<file path="config.mk">
export PLATFORM = sky130hd
export DESIGN_NAME = datapath_exec
export DESIGN_NICKNAME = d
export VERILOG_FILES = /design/src/rtl/datapath_pkg.sv /design/src/rtl/datapath_exec_ac_alu.sv /design/src/rtl/datapath_exec.sv
export SDC_FILE = /design/constraint.sdc
export NUM_CORES = 1
export LEC_CHECK = 0
export CAP_MARGIN = 20
export CORE_MARGIN = 1
export CORE_UTILIZATION = 50
export DETAILED_ROUTE_END_ITERATION = 6
export GPL_TIMING_DRIVEN = 0
export HOLD_SLACK_MARGIN = 0.1
export PLACE_DENSITY = 0.81
export SLEW_MARGIN = 30
export SYNTH_ARGS = -nofsm -noshare
export SYNTH_HDL_FRONTEND = slang
export SYNTH_HIERARCHICAL = 1
export SYNTH_SLANG_ARGS = --single-unit
</file>
<file path="constraint.sdc">
create_clock -name clk -period 2.84 [get_ports clk]
set_input_delay 0.284 -clock clk [delete_from_list [all_inputs] [get_ports clk]]
set_output_delay 0.284 -clock clk [all_outputs]
set_load 0.05 [all_outputs]
</file>
<file path="src/rtl/datapath_pkg.sv">
// Shared constants for the accumulator executor: default widths, control-word
// bit positions and the executor FSM state encoding.
package datapath_pkg;

  localparam int unsigned DATA_W_DEF = 16;
  localparam int unsigned ADDR_W_DEF = 12;

  localparam int unsigned CW_W    = 21;
  localparam int unsigned CW_USED = 13;

  localparam int unsigned CW_AR_PC  = 0;
  localparam int unsigned CW_IR_LD  = 1;
  localparam int unsigned CW_PC_INC = 2;
  localparam int unsigned CW_AR_IR  = 3;
  localparam int unsigned CW_MEM_RD = 4;
  localparam int unsigned CW_E_CLR  = 5;
  localparam int unsigned CW_E_CMA  = 6;
  localparam int unsigned CW_AC_CLR = 7;
  localparam int unsigned CW_AC_CMA = 8;
  localparam int unsigned CW_CIR    = 9;
  localparam int unsigned CW_CIL    = 10;
  localparam int unsigned CW_AC_INC = 11;
  localparam int unsigned CW_HALT   = 12;

  typedef enum logic [1:0] {
    IDLE,
    MEM_WAIT,
    HALTED
  } state_t;

endpackage

</file>
<file path="src/rtl/datapath_exec_ac_alu.sv">
// Combinational AC/E operation unit: one prioritised AC operation per word,
// with rotates through E taking precedence over explicit E updates.
module ac_alu #(
  parameter int unsigned DATA_W = 16
) (
  input  logic [DATA_W-1:0] ac,
  input  logic              e,
  input  logic              op_clr,
  input  logic              op_cma,
  input  logic              op_cir,
  input  logic              op_cil,
  input  logic              op_inc,
  input  logic              e_clr,
  input  logic              e_cma,
  output logic [DATA_W-1:0] ac_next,
  output logic              e_next
);

  always_comb begin
    ac_next = ac;
    e_next  = e;
    if (e_clr) begin
      e_next = 1'b0;
    end else if (e_cma) begin
      e_next = ~e;
    end

    // Rotates assign E after the explicit E ops so they win.
    if (op_clr) begin
      ac_next = '0;
    end else if (op_cma) begin
      ac_next = ~ac;
    end else if (op_cir) begin
      ac_next = {e, ac[DATA_W-1:1]};
      e_next  = ac[0];
    end else if (op_cil) begin
      ac_next = {ac[DATA_W-2:0], e};
      e_next  = ac[DATA_W-1];
    end else if (op_inc) begin
      ac_next = ac + 1'b1;
    end
  end

endmodule

</file>
<file path="src/rtl/datapath_exec.sv">
// Control-word executor: applies register transfers in one cycle, or defers
// them behind a memory read handshake when the word requests a read.
module datapath_exec
  import datapath_pkg::*;
#(
  parameter int unsigned DATA_W = DATA_W_DEF,
  parameter int unsigned ADDR_W = ADDR_W_DEF
) (
  input  logic              clk,
  input  logic              reset,
  input  logic              cw_valid,
  output logic              cw_ready,
  input  logic [CW_W-1:0]   control_word,
  output logic              mem_req,
  output logic [ADDR_W-1:0] mem_addr,
  input  logic              mem_ack,
  input  logic [DATA_W-1:0] mem_rdata,
  output logic [DATA_W-1:0] ac_out,
  output logic              e_out,
  output logic [ADDR_W-1:0] pc_out,
  output logic [ADDR_W-1:0] ar_out,
  output logic [DATA_W-1:0] ir_out,
  output logic              halted
);

  state_t               state;
  logic [DATA_W-1:0]    ac;
  logic                 e;
  logic [ADDR_W-1:0]    pc;
  logic [ADDR_W-1:0]    ar;
  logic [DATA_W-1:0]    ir;
  logic [CW_USED-1:0]   cw_q;
  logic [CW_USED-1:0]   exec_cw;
  logic                 accept;
  logic                 fire;
  logic [DATA_W-1:0]    ac_next;
  logic                 e_next;
  logic                 unused_rsvd;

  assign unused_rsvd = ^control_word[CW_W-1:CW_USED];

  assign cw_ready = (state == IDLE);
  assign accept   = cw_valid && cw_ready;

  // During a read the latched word drives the transfers applied at mem_ack.
  always_comb begin
    exec_cw = control_word[CW_USED-1:0];
    fire    = accept && !control_word[CW_MEM_RD];
    if (state == MEM_WAIT) begin
      exec_cw = cw_q;
      fire    = mem_ack;
    end
  end

  ac_alu #(
    .DATA_W(DATA_W)
  ) u_ac_alu (
    .ac      (ac),
    .e       (e),
    .op_clr  (exec_cw[CW_AC_CLR]),
    .op_cma  (exec_cw[CW_AC_CMA]),
    .op_cir  (exec_cw[CW_CIR]),
    .op_cil  (exec_cw[CW_CIL]),
    .op_inc  (exec_cw[CW_AC_INC]),
    .e_clr   (exec_cw[CW_E_CLR]),
    .e_cma   (exec_cw[CW_E_CMA]),
    .ac_next (ac_next),
    .e_next  (e_next)
  );

  always_ff @(posedge clk) begin
    if (reset) begin
      state    <= IDLE;
      cw_q     <= '0;
      mem_req  <= 1'b0;
      mem_addr <= '0;
      halted   <= 1'b0;
    end else begin
      case (state)
        IDLE: begin
          if (accept) begin
            if (control_word[CW_MEM_RD]) begin
              cw_q     <= control_word[CW_USED-1:0];
              mem_req  <= 1'b1;
              mem_addr <= ar;
              state    <= MEM_WAIT;
            end else if (control_word[CW_HALT]) begin
              halted <= 1'b1;
              state  <= HALTED;
            end
          end
        end
        MEM_WAIT: begin
          if (mem_ack) begin
            mem_req <= 1'b0;
            if (cw_q[CW_HALT]) begin
              halted <= 1'b1;
              state  <= HALTED;
            end else begin
              state <= IDLE;
            end
          end
        end
        HALTED: state <= HALTED;
        default: state <= IDLE;
      endcase
    end
  end

  always_ff @(posedge clk) begin
    if (reset) begin
      ac <= '0;
      e  <= 1'b0;
      pc <= '0;
      ar <= '0;
      ir <= '0;
    end else if (fire) begin
      ac <= ac_next;
      e  <= e_next;
      if (exec_cw[CW_AR_IR]) begin
        ar <= ir[ADDR_W-1:0];
      end else if (exec_cw[CW_AR_PC]) begin
        ar <= pc;
      end
      if (exec_cw[CW_PC_INC]) begin
        pc <= pc + 1'b1;
      end
      if (exec_cw[CW_IR_LD] && exec_cw[CW_MEM_RD]) begin
        ir <= mem_rdata;
      end
    end
  end

  assign ac_out = ac;
  assign e_out  = e;
  assign pc_out = pc;
  assign ar_out = ar;
  assign ir_out = ir;

endmodule

</file>
==> Word level (Yosys, flattened, before mapping) <==
Cells that the tools add are included.
{ "word_totals": {"in_bits": 41, "ff_bits": 86, "memories": 0, "word_cells": 70, "output_inout_bits": 72, "mem_bits_rw": 0, "romBits": 0, "latchBits": 0} }
{ "op_classes": {"shift": 0, "n_div": 0, "add_sub_neg": 2, "n_mux": 31, "n_mul": 0, "n_bitwise": 2, "order_cmp": 0, "n_eq_ne": 9, "reduce_logical": 16} }
{ "op_table": {"columns": ["op", "count"], "rows": [
  ["$mux W16", 5],
  ["$mux W12", 3],
  ["$add A16 B1 Y16 const B", 1],
  ["$not A16 Y16", 1],
  ["$mux W1", 15],
  ["$add A12 B1 Y12 const B", 1],
  ["$mux W2", 5],
  ["$reduce_and A2 Y1", 4],
  ["$ne A2 B1 Y1 const B", 3],
  ["$ne A2 B2 Y1 const B", 3],
  ["$pmux W2 S3", 1],
  ["$reduce_and A3 Y1", 2],
  ["$reduce_and A6 Y1", 1],
  ["$reduce_bool A5 Y1", 1],
  ["$pmux W1 S2", 2],
  ["$reduce_and A4 Y1", 1],
  ["$reduce_bool A2 Y1", 2],
  ["$logic_and A1 B1 Y1", 3],
  ["$ne A3 B1 Y1 const B", 1],
  ["$eq A2 B1 Y1 const B", 1],
  ["$eq A2 B2 Y1 const B", 1],
  ["$logic_not A2 Y1", 1],
  ["$logic_not A1 Y1", 1],
  ["$not A1 Y1", 1]
]} }

==> Depth between registers and ports, before layout <==
Gate-level depths: netlist (run 1).
{ "logic_depth": {"ltp_word": 8, "mapped_depth": 13, "depth_no_buf": 8} }

==> Modules after synthesis <==
Netlist (run 1), hierarchy kept.
{ "modules_own_cells": {"columns": ["mod", "seq_area_each_um2", "cells_each", "instances", "area_per_inst_um2"], "rows": [
  ["datapath_exec", 1721.7, 428, 1, 3565.9],
  ["ac_alu", 0.0, 163, 1, 1028.5]
]} }

==> Worst setup path after synthesis (run 1) <==
No wires, ideal clock.
{ "synth_timing": {"path_kind": "flip-flop to flip-flop", "startpoint": "reg state[1]", "endpoint": "reg ac[4] (netlist: ac_out[4])", "setup_ns": 0.070, "stages_incl_launch_ff": 12, "path_buffers": 3, "required_time_ns": 2.770, "arrival_ns": 2.385, "period_less_slack_ns": 2.456, "path_slack_ns": 0.384, "path_cell_list": "dfxtp_1 -> nand2b_1 -> buf_4 -> buf_2 -> mux2_2 -> buf_2 -> nand3_2 -> nor3_1 -> or4_1 -> a221oi_1 -> nand2_1 -> a21oi_1"} }
{ "synth_via": {"elab_cells_between_ends": 12, "cone_classes": "eq/ne: 1; mux: 6; reduce/logical: 5"} }
{ "synth_rtl": {"columns": ["element", "line", "rtl"], "rows": [
  ["from (decl)", "datapath_exec.sv:26", "state_t state;"],
  ["from (signal assigned)", "datapath_exec.sv:73", "state <= IDLE;"],
  ["from (signal assigned)", "datapath_exec.sv:86", "state <= MEM_WAIT;"],
  ["from (signal assigned)", "datapath_exec.sv:89", "state <= HALTED;"],
  ["$eq A2 B1 Y1", "datapath_exec.sv:49", "if (state == MEM_WAIT) begin"],
  ["$mux W12", "datapath_exec.sv:49", null],
  ["via exec_cw[11]", "datapath_exec.sv:33", "logic [CW_USED-1:0] exec_cw;"],
  ["$reduce_bool A5 Y1 (no line)", null, null],
  ["$reduce_and A2 Y1 (no line)", null, null],
  ["to (signal assigned)", "datapath_exec.sv:118", "ac <= ac_next;"],
  ["to (decl)", "datapath_exec.sv:27", "logic [DATA_W-1:0] ac;"]
]} }
The timed path passes the listed nets, and every way through them passes these cells.
A chain may end at the register's enable or synchronous reset.

==> Worst setup path in the final report (run 1) <==
{ "layout_timing": {"startpoint": "reg state[1]", "endpoint": "reg e (netlist: e_out)"} }
{ "layout_via": {"elab_cells_between_ends": 12, "cone_classes": "eq/ne: 1; mux: 8; reduce/logical: 3"} }
{ "layout_rtl": {"columns": ["element", "line", "rtl"], "rows": [
  ["$eq A2 B1 Y1", "datapath_exec.sv:49", null],
  ["$mux W12", "datapath_exec.sv:49", null],
  ["via exec_cw[7]", "datapath_exec.sv:33", null],
  ["$mux W1", "datapath_exec_ac_alu.sv:29", "if (op_clr) begin"],
  ["via e_next", "datapath_exec.sv:37", "logic e_next;"],
  ["to (signal assigned)", "datapath_exec.sv:119", "e <= e_next;"],
  ["to (decl)", "datapath_exec.sv:28", "logic e;"]
]} }
The timed path passes the listed nets, and every way through them passes these cells.

==> impl_metrics.ini, run 1 <==
[power]
p_per_area_nw_per_um2 = 500
power.share.clock_pct = 32.3
pwr-share-comb_pct = 23.8
p_seq_share_pct = 43.9
ir_drop_mv = 0.287
p_sw_mw = 0.979
p_int_mw = 2.01
power_mw = 2.99
switching_share_pct = 32.7
leakagePower_nw = 1.98

[synthesis]
syn-num-nets = 634
synth.area.top_cells = dfxtp_1, a21oi_1, nand2_1
yosys.area.top_type_share_pct = 37.5
netlist_area_um2 = 4590
yosys_most_used_dff = dfxtp_1
synth-edff-count = 0
ys_warn_count = 6
async_flop_share_pct = 0
postSynthCellCount = 591
yosysSeqAreaShare_pct = 37.5
ys_types = 58
avgSynthCellArea_um2 = 7.77
ys_ff_latch = 86
netlist.top_cell.by_area = dfxtp_1

[timing]
fin_crit_ns = 2.58
finalWorstSetupSlack_ns = 0.262
slew_headroom_pct = 61.0
fmax_mhz = 388
worstMarginPinSlew_ns = 0.584
fin_hold_ws_ns = 0.365
rsz0062_at_grt = false
drv_slew = 0
setup_violations = 0
fin_crit_sh_pct = 90.8
finalHoldViolCount = 0
finClkSkew_ns = 0.0111

[clocking]
cts-root-buf = clkbuf_8
ctsHtreeMaxLevel = 3
numCtsBuffers = 9
clock_latency_ns = 0.36
tritoncts = built
clock-sinks = 86
clkTransAtPathRegs_ns = 0.10
cts_buffer_depth = 2

[grt]
grt_pass1_vias = 4699
antenna_found_initial = 0
grt_pass1_wl_mm = 22.9
grt_overflow = 0
grt_max_degree = 16
grtUsageTotal_pct = 29.4

[placement]
dpl.hpwl_mm = 9.98
placed_area_um2 = 5760
place_congestion = 0.924
numPlacedInstances = 802
dp_slack_ns = -0.0294
portBuffers = 103

[critical_path]
path_cells = nand2b_1 > buf_4 > mux2_2 > clkbuf_1 > or2_2 > o21ai_0 > o311ai_0 > o311a_1 > nand2_1 > a21oi_1
cp-startpoint = state[1]$_SDFFE_PP0P_
path_class = flop to flop
r2r_start = state[1]$_SDFFE_PP0P_
r2r_cells = 10
regToRegSetupSlack_ns = 0.26
crit_path_end_kind = flop
slowest_stage = dfxtp_2
endpoint = e_out$_SDFFE_PP0P_
crit_arrival_ns = 2.80
timing.rr.end = e_out$_SDFFE_PP0P_
startpoint_type = flop
slowest_delay_ns = 0.40
cp.required_ns = 3.06
path_max_fanout = 14

[routing]
postRouteAntennaNets = 0
drt_iter0_drc = 287
vias_per_cell = 6.05
drc = 12
avgRoutedWirePerCell_um = 17.1
wl_mm = 13.9
num_vias = 4940
drtPass1Iterations = 7

[layout]
area_growth_pct = 30.1
drive_gt1_share_pct = 9.32
num-nets-final = 747
final_cells = 816
n_fill_cell = 764
antenna_cells = 0
final_area_um2 = 5980

[floorplanning]
die_w_um = 97.9
die_area_um2 = 9580
fp.dieH_um = 97.9
core_area_um2 = 8810
num_io_pins = 113
start_util_pct = 52.2
rows = 34

[min_path]
whs_path_depth = 3
holdCritPathClass = input pin to flop

[run_status]
status = complete, but fails checks
violations = design-rule violations

[job]
max-cap-violations = 0
## layer usage
layer	vias to the layer above	global-route usage (%)	routed length, um
li1	2348	-	-
met1	2323	37.2	5910
met2	234	48.4	6620
met3	35	6.23	1110
met4	0	12.5	305
met5	-	0	0
## sequential cells by signal, indices dropped and copies added, names as in the netlist
register  cells
mem_req       1
halted        1
e_out         1
cw_q         13
pc_out       12
state         2
ar_out       12
ir_out       16
mem_addr     12
ac_out       16
## power by group through the flow
stage | clock network [mW] | logic [mW] | registers [mW]
after floorplan | 0 | 0.337 | 1.47
after global placement | 0 | 0.688 | 1.34
after detailed placement | 0 | 0.698 | 1.34
after CTS | 0.970 | 0.702 | 1.31
after global routing | 1.03 | 0.761 | 1.32
final | 0.966 | 0.711 | 1.31
## how the worst min path moves through the flow
stage	from	end	slack [ns]
final	reset	pc_out[8]$_SDFFE_PP0P_	0.37
after global routing	reset	pc_out[8]$_SDFFE_PP0P_	0.41
after CTS	reset	pc_out[8]$_SDFFE_PP0P_	0.36
after detailed placement	cw_q[6]$_SDFFE_PP0P_	cw_q[6]$_SDFFE_PP0P_	0.45
after global placement	cw_q[9]$_SDFFE_PP0P_	cw_q[9]$_SDFFE_PP0P_	0.44
after floorplan	control_word[10]	cw_q[10]$_SDFFE_PP0P_	0.42
## cells in the mapped netlist, types with 2 or more instances
cell type  number
nand4_2         2
a2111oi_2       2
buf_1           8
ha_1            2
o22ai_1         2
a211oi_1       18
dfxtp_1        86
nand3_1        24
clkbuf_2        2
buf_2          16
o21ai_0        32
nand2_1       105
o32ai_1         2
nor2b_1         7
a211o_1         4
nand2b_1        5
or3_2           2
nor4_1          3
a31oi_1         3
and3_1          2
nand4_1         2
o31a_1          2
a21oi_1       106
mux2i_1        17
clkbuf_1       26
o31ai_1        11
nor3_1          3
nand3b_1        2
xnor2_1         6
a221oi_1        6
inv_1           9
mux2i_2         2
nor2_1         21
buf_4           4
mux2_2         11
nor3b_1         5
or4_1          10
## critical path, delay by kind of cell, from the launching register on
kind / cells / cell delay, ns
compound gates: 4 / 0.57
simple gates: 3 / 0.59
flops: 1 / 0.40
buf+inv: 2 / 0.51
mux: 1 / 0.36
## cell families (layout without fill, tap and decap cells)
| kind of cell | Yosys count | after routing | share of synthesized area, % |
|---|---|---|---|
| muxes | 30 | 30 | 7.00 |
| xor gates and xnor gates | 6 | 6 | 1.14 |
| and+or+nand+nor | 202 | 202 | 21.5 |
| DFF | 86 | 86 | 37.5 |
| AOI/OAI and AO/OA | 199 | 199 | 26.2 |
| adders and majority gates | 2 | 2 | 0.545 |
| buffers and inverters | 66 | 183 | 6.21 |
## cells in the final DEF (no fill, tap or decap), types with 3 or more instances in the layout
cell type,instances
nor2_1,21
clkbuf_1,25
nor4_1,3
a211o_1,4
nor3_1,3
buf_1,6
nand2_1,105
a31oi_1,3
o31ai_1,11
nand2b_1,5
dfxtp_1,85
a211oi_1,18
nor3b_1,5
a221oi_1,6
nand3_1,24
or4_1,10
buf_2,15
clkbuf_2,5
nor2b_1,7
a21oi_1,106
mux2i_1,17
o21ai_0,32
buf_4,4
clkdlybuf4s50_1,103
mux2_2,11
clkbuf_8,9
xnor2_1,6
inv_1,9
## layout make-up
type	instances	area, um^2	area share, %
well taps	108	135	2.26
inverters	10	37.5	0.628
multi-input cells	439	2590	43.3
plain buffers	55	246	4.12
clock buffers	9	124	2.07
repair buffers	103	1030	17.2
flip-flops and latches	86	1720	28.8
clock inverters	6	93.8	1.57
## per-stage QoR
step	setup TNS (ns)	utilization [%]
finish	0	67.9
CTS	0	67.8
global placement	0	65.4
floorplan	0	-
detailed placement	-0.0294	65.4
global route	0	67.9
## repair_timing
action                                  CTS  global route
gates resized for setup                   1             3
pin swaps                                 0             0
endpoints found under the setup margin    5             7
setup buffers                             0             0
hold buffers                              0             0
No activity file was read; power rests on OpenSTA's default activity.
==> run 2: changes to the inputs <==
--- a/config.mk
+++ b/config.mk
@@ -6,6 +6,7 @@
 export NUM_CORES = 1
 export LEC_CHECK = 0
 export CAP_MARGIN = 20
+export CORE_ASPECT_RATIO = 0.5
 export CORE_MARGIN = 1
 export CORE_UTILIZATION = 50
 export DETAILED_ROUTE_END_ITERATION = 6
==> impl_metrics.ini, run 2 (synthesis gave the netlist of run 1 again) <==
[critical_path]
path_cells = nand2b_1 > buf_4 > mux2_2 > buf_2 > nand4_2 > nor2_1 > a31oi_1 > a2111oi_2 > nand2_1 > a21oi_1
startpoint_type = flop
regToRegSetupSlack_ns = 0.26
cp.required_ns = 3.11
endpoint = ac_out[15]$_SDFFE_PP0P_
crit_path_end_kind = flop
crit_arrival_ns = 2.85
r2r_start = state[0]$_SDFFE_PP0P_
path_class = flop to flop
path_max_fanout = 14
timing.rr.end = ac_out[15]$_SDFFE_PP0P_
slowest_delay_ns = 0.47
slowest_stage = dfxtp_1
cp-startpoint = state[0]$_SDFFE_PP0P_
r2r_cells = 10

[clocking]
clkTransAtPathRegs_ns = 0.07
clock-sinks = 86
cts_setup_buffers = 0
clock_latency_ns = 0.35
tritoncts = built
ctsHtreeMaxLevel = 3
ctsHoldBuffers = 0
cts_buffer_depth = 2
cts-root-buf = clkbuf_16
numCtsBuffers = 9

[timing]
rsz0062_at_grt = false
fmax_mhz = 388
finalHoldViolCount = 0
worstMarginPinSlew_ns = 0.577
finClkSkew_ns = 0.00981
setup_violations = 0
fin_crit_ns = 2.58
drv_slew = 0
fin_crit_sh_pct = 90.7
slew_headroom_pct = 61.6
fin_hold_ws_ns = 0.357
setup_tns_ns = 0

[routing]
wl_mm = 13.5
vias_per_cell = 5.86
top_layer = met4
drt_iter0_drc = 436
drtPass1Iterations = 7
num_vias = 4841
avgRoutedWirePerCell_um = 16.4
drc = 4
postRouteAntennaNets = 0
met2WireLength_mm = 6.24
met3_length_mm = 1.04
drt-met1-wl_mm = 6.05

[job]
max-cap-violations = 0

[grt]
antenna_found_initial = 0
grt_max_degree = 17
grtUsageTotal_pct = 29.0
grt_pass1_vias = 4474
grt_pass1_wl_mm = 21.7
grt_overflow = 0

[floorplanning]
num_io_pins = 113
rows = 24
start_util_pct = 52.2
die_w_um = 138
core_area_um2 = 8800
die_area_um2 = 9600
fp.dieH_um = 69.8

[power]
ir_drop_mv = 0.311
p_per_area_nw_per_um2 = 521
leakagePower_nw = 2.01

[layout]
final_cells = 826
antenna_cells = 0
num-nets-final = 747
final_common_cell = a21oi_1
final_cell_mix = a21oi_1, nand2_1, clkdlybuf4s50_1, dfxtp_1, o21ai_0
area_growth_pct = 31.7
drive_gt1_share_pct = 9.31
final_area_um2 = 6050

[placement]
dpl.hpwl_mm = 9.49
place_congestion = 0.926
numPlacedInstances = 811
placed_area_um2 = 5770
portBuffers = 103

[run_status]
status = complete, but fails checks
violations = design-rule violations

[min_path]
holdCritPathClass = input pin to flop
-- run 2: per-stage QoR --
stage / util, % / total power [mW] / setup slack, ns
finish: 68.8 / 3.15 / 0.263
global route: 68.8 / 3.27 / 0.0577
CTS: 68.8 / 3.15 / 0.0120
detailed placement: 65.6 / 2.03 / 0.0463
global placement: 65.6 / 2.02 / 0.0714
floorplan: - / 1.80 / 0.384
-- run 2: layout make-up --
cell class,instances,area [um^2]
clock buffer,9,225
clock inverter,7,53.8
buffer,55,245
tap,117,146
multi-input combinational,439,2590
inverter,10,37.5
fill,735,2750
timing repair buffer,103,1030
sequential,86,1720
-- run 2: worst max-delay path, delay by kind of cell (launching register included) --
kind | cells | cell delay, ns
AND/OR/NAND/NOR | 4 | 0.78
buffers and inverters | 2 | 0.39
multiplexers | 1 | 0.24
AO/OA/AOI/OAI | 3 | 0.63
flip-flops | 1 | 0.47
-- run 2: how the worst min path moves through the flow --
stage                                     start                      to  slack (ns)  depth (start not counted)
after floorplan                control_word[10]   cw_q[10]$_SDFFE_PP0P_        0.42                          2
after global placement     cw_q[8]$_SDFFE_PP0P_    cw_q[8]$_SDFFE_PP0P_        0.44                          2
after detailed placement  cw_q[10]$_SDFFE_PP0P_   cw_q[10]$_SDFFE_PP0P_        0.44                          2
after CTS                                 reset  pc_out[8]$_SDFFE_PP0P_        0.35                          3
after global routing                      reset  pc_out[8]$_SDFFE_PP0P_        0.39                          3
final                                     reset  pc_out[8]$_SDFFE_PP0P_        0.36                          3
-- run 2: layer usage --
layer / GRT usage [%] / vias to the layer above
li1: - / 2355
met1: 39.3 / 2267
met2: 46.0 / 202
met3: 6.51 / 17
met4: 8.30 / 0
met5: 0 / -
-- run 2: power breakdown --
part,switching (mW),leakage (nW),internal (mW)
Clock,0.524,0.141,0.604
Sequential,0.0562,0.699,1.26
Combinational,0.450,1.17,0.257
-- run 2: what timing repair did --
item / CTS / global route
hold endpoints to repair: 0 / 0
endpoints found under the setup margin: 1 / 16
gates resized for setup: 1 / 2
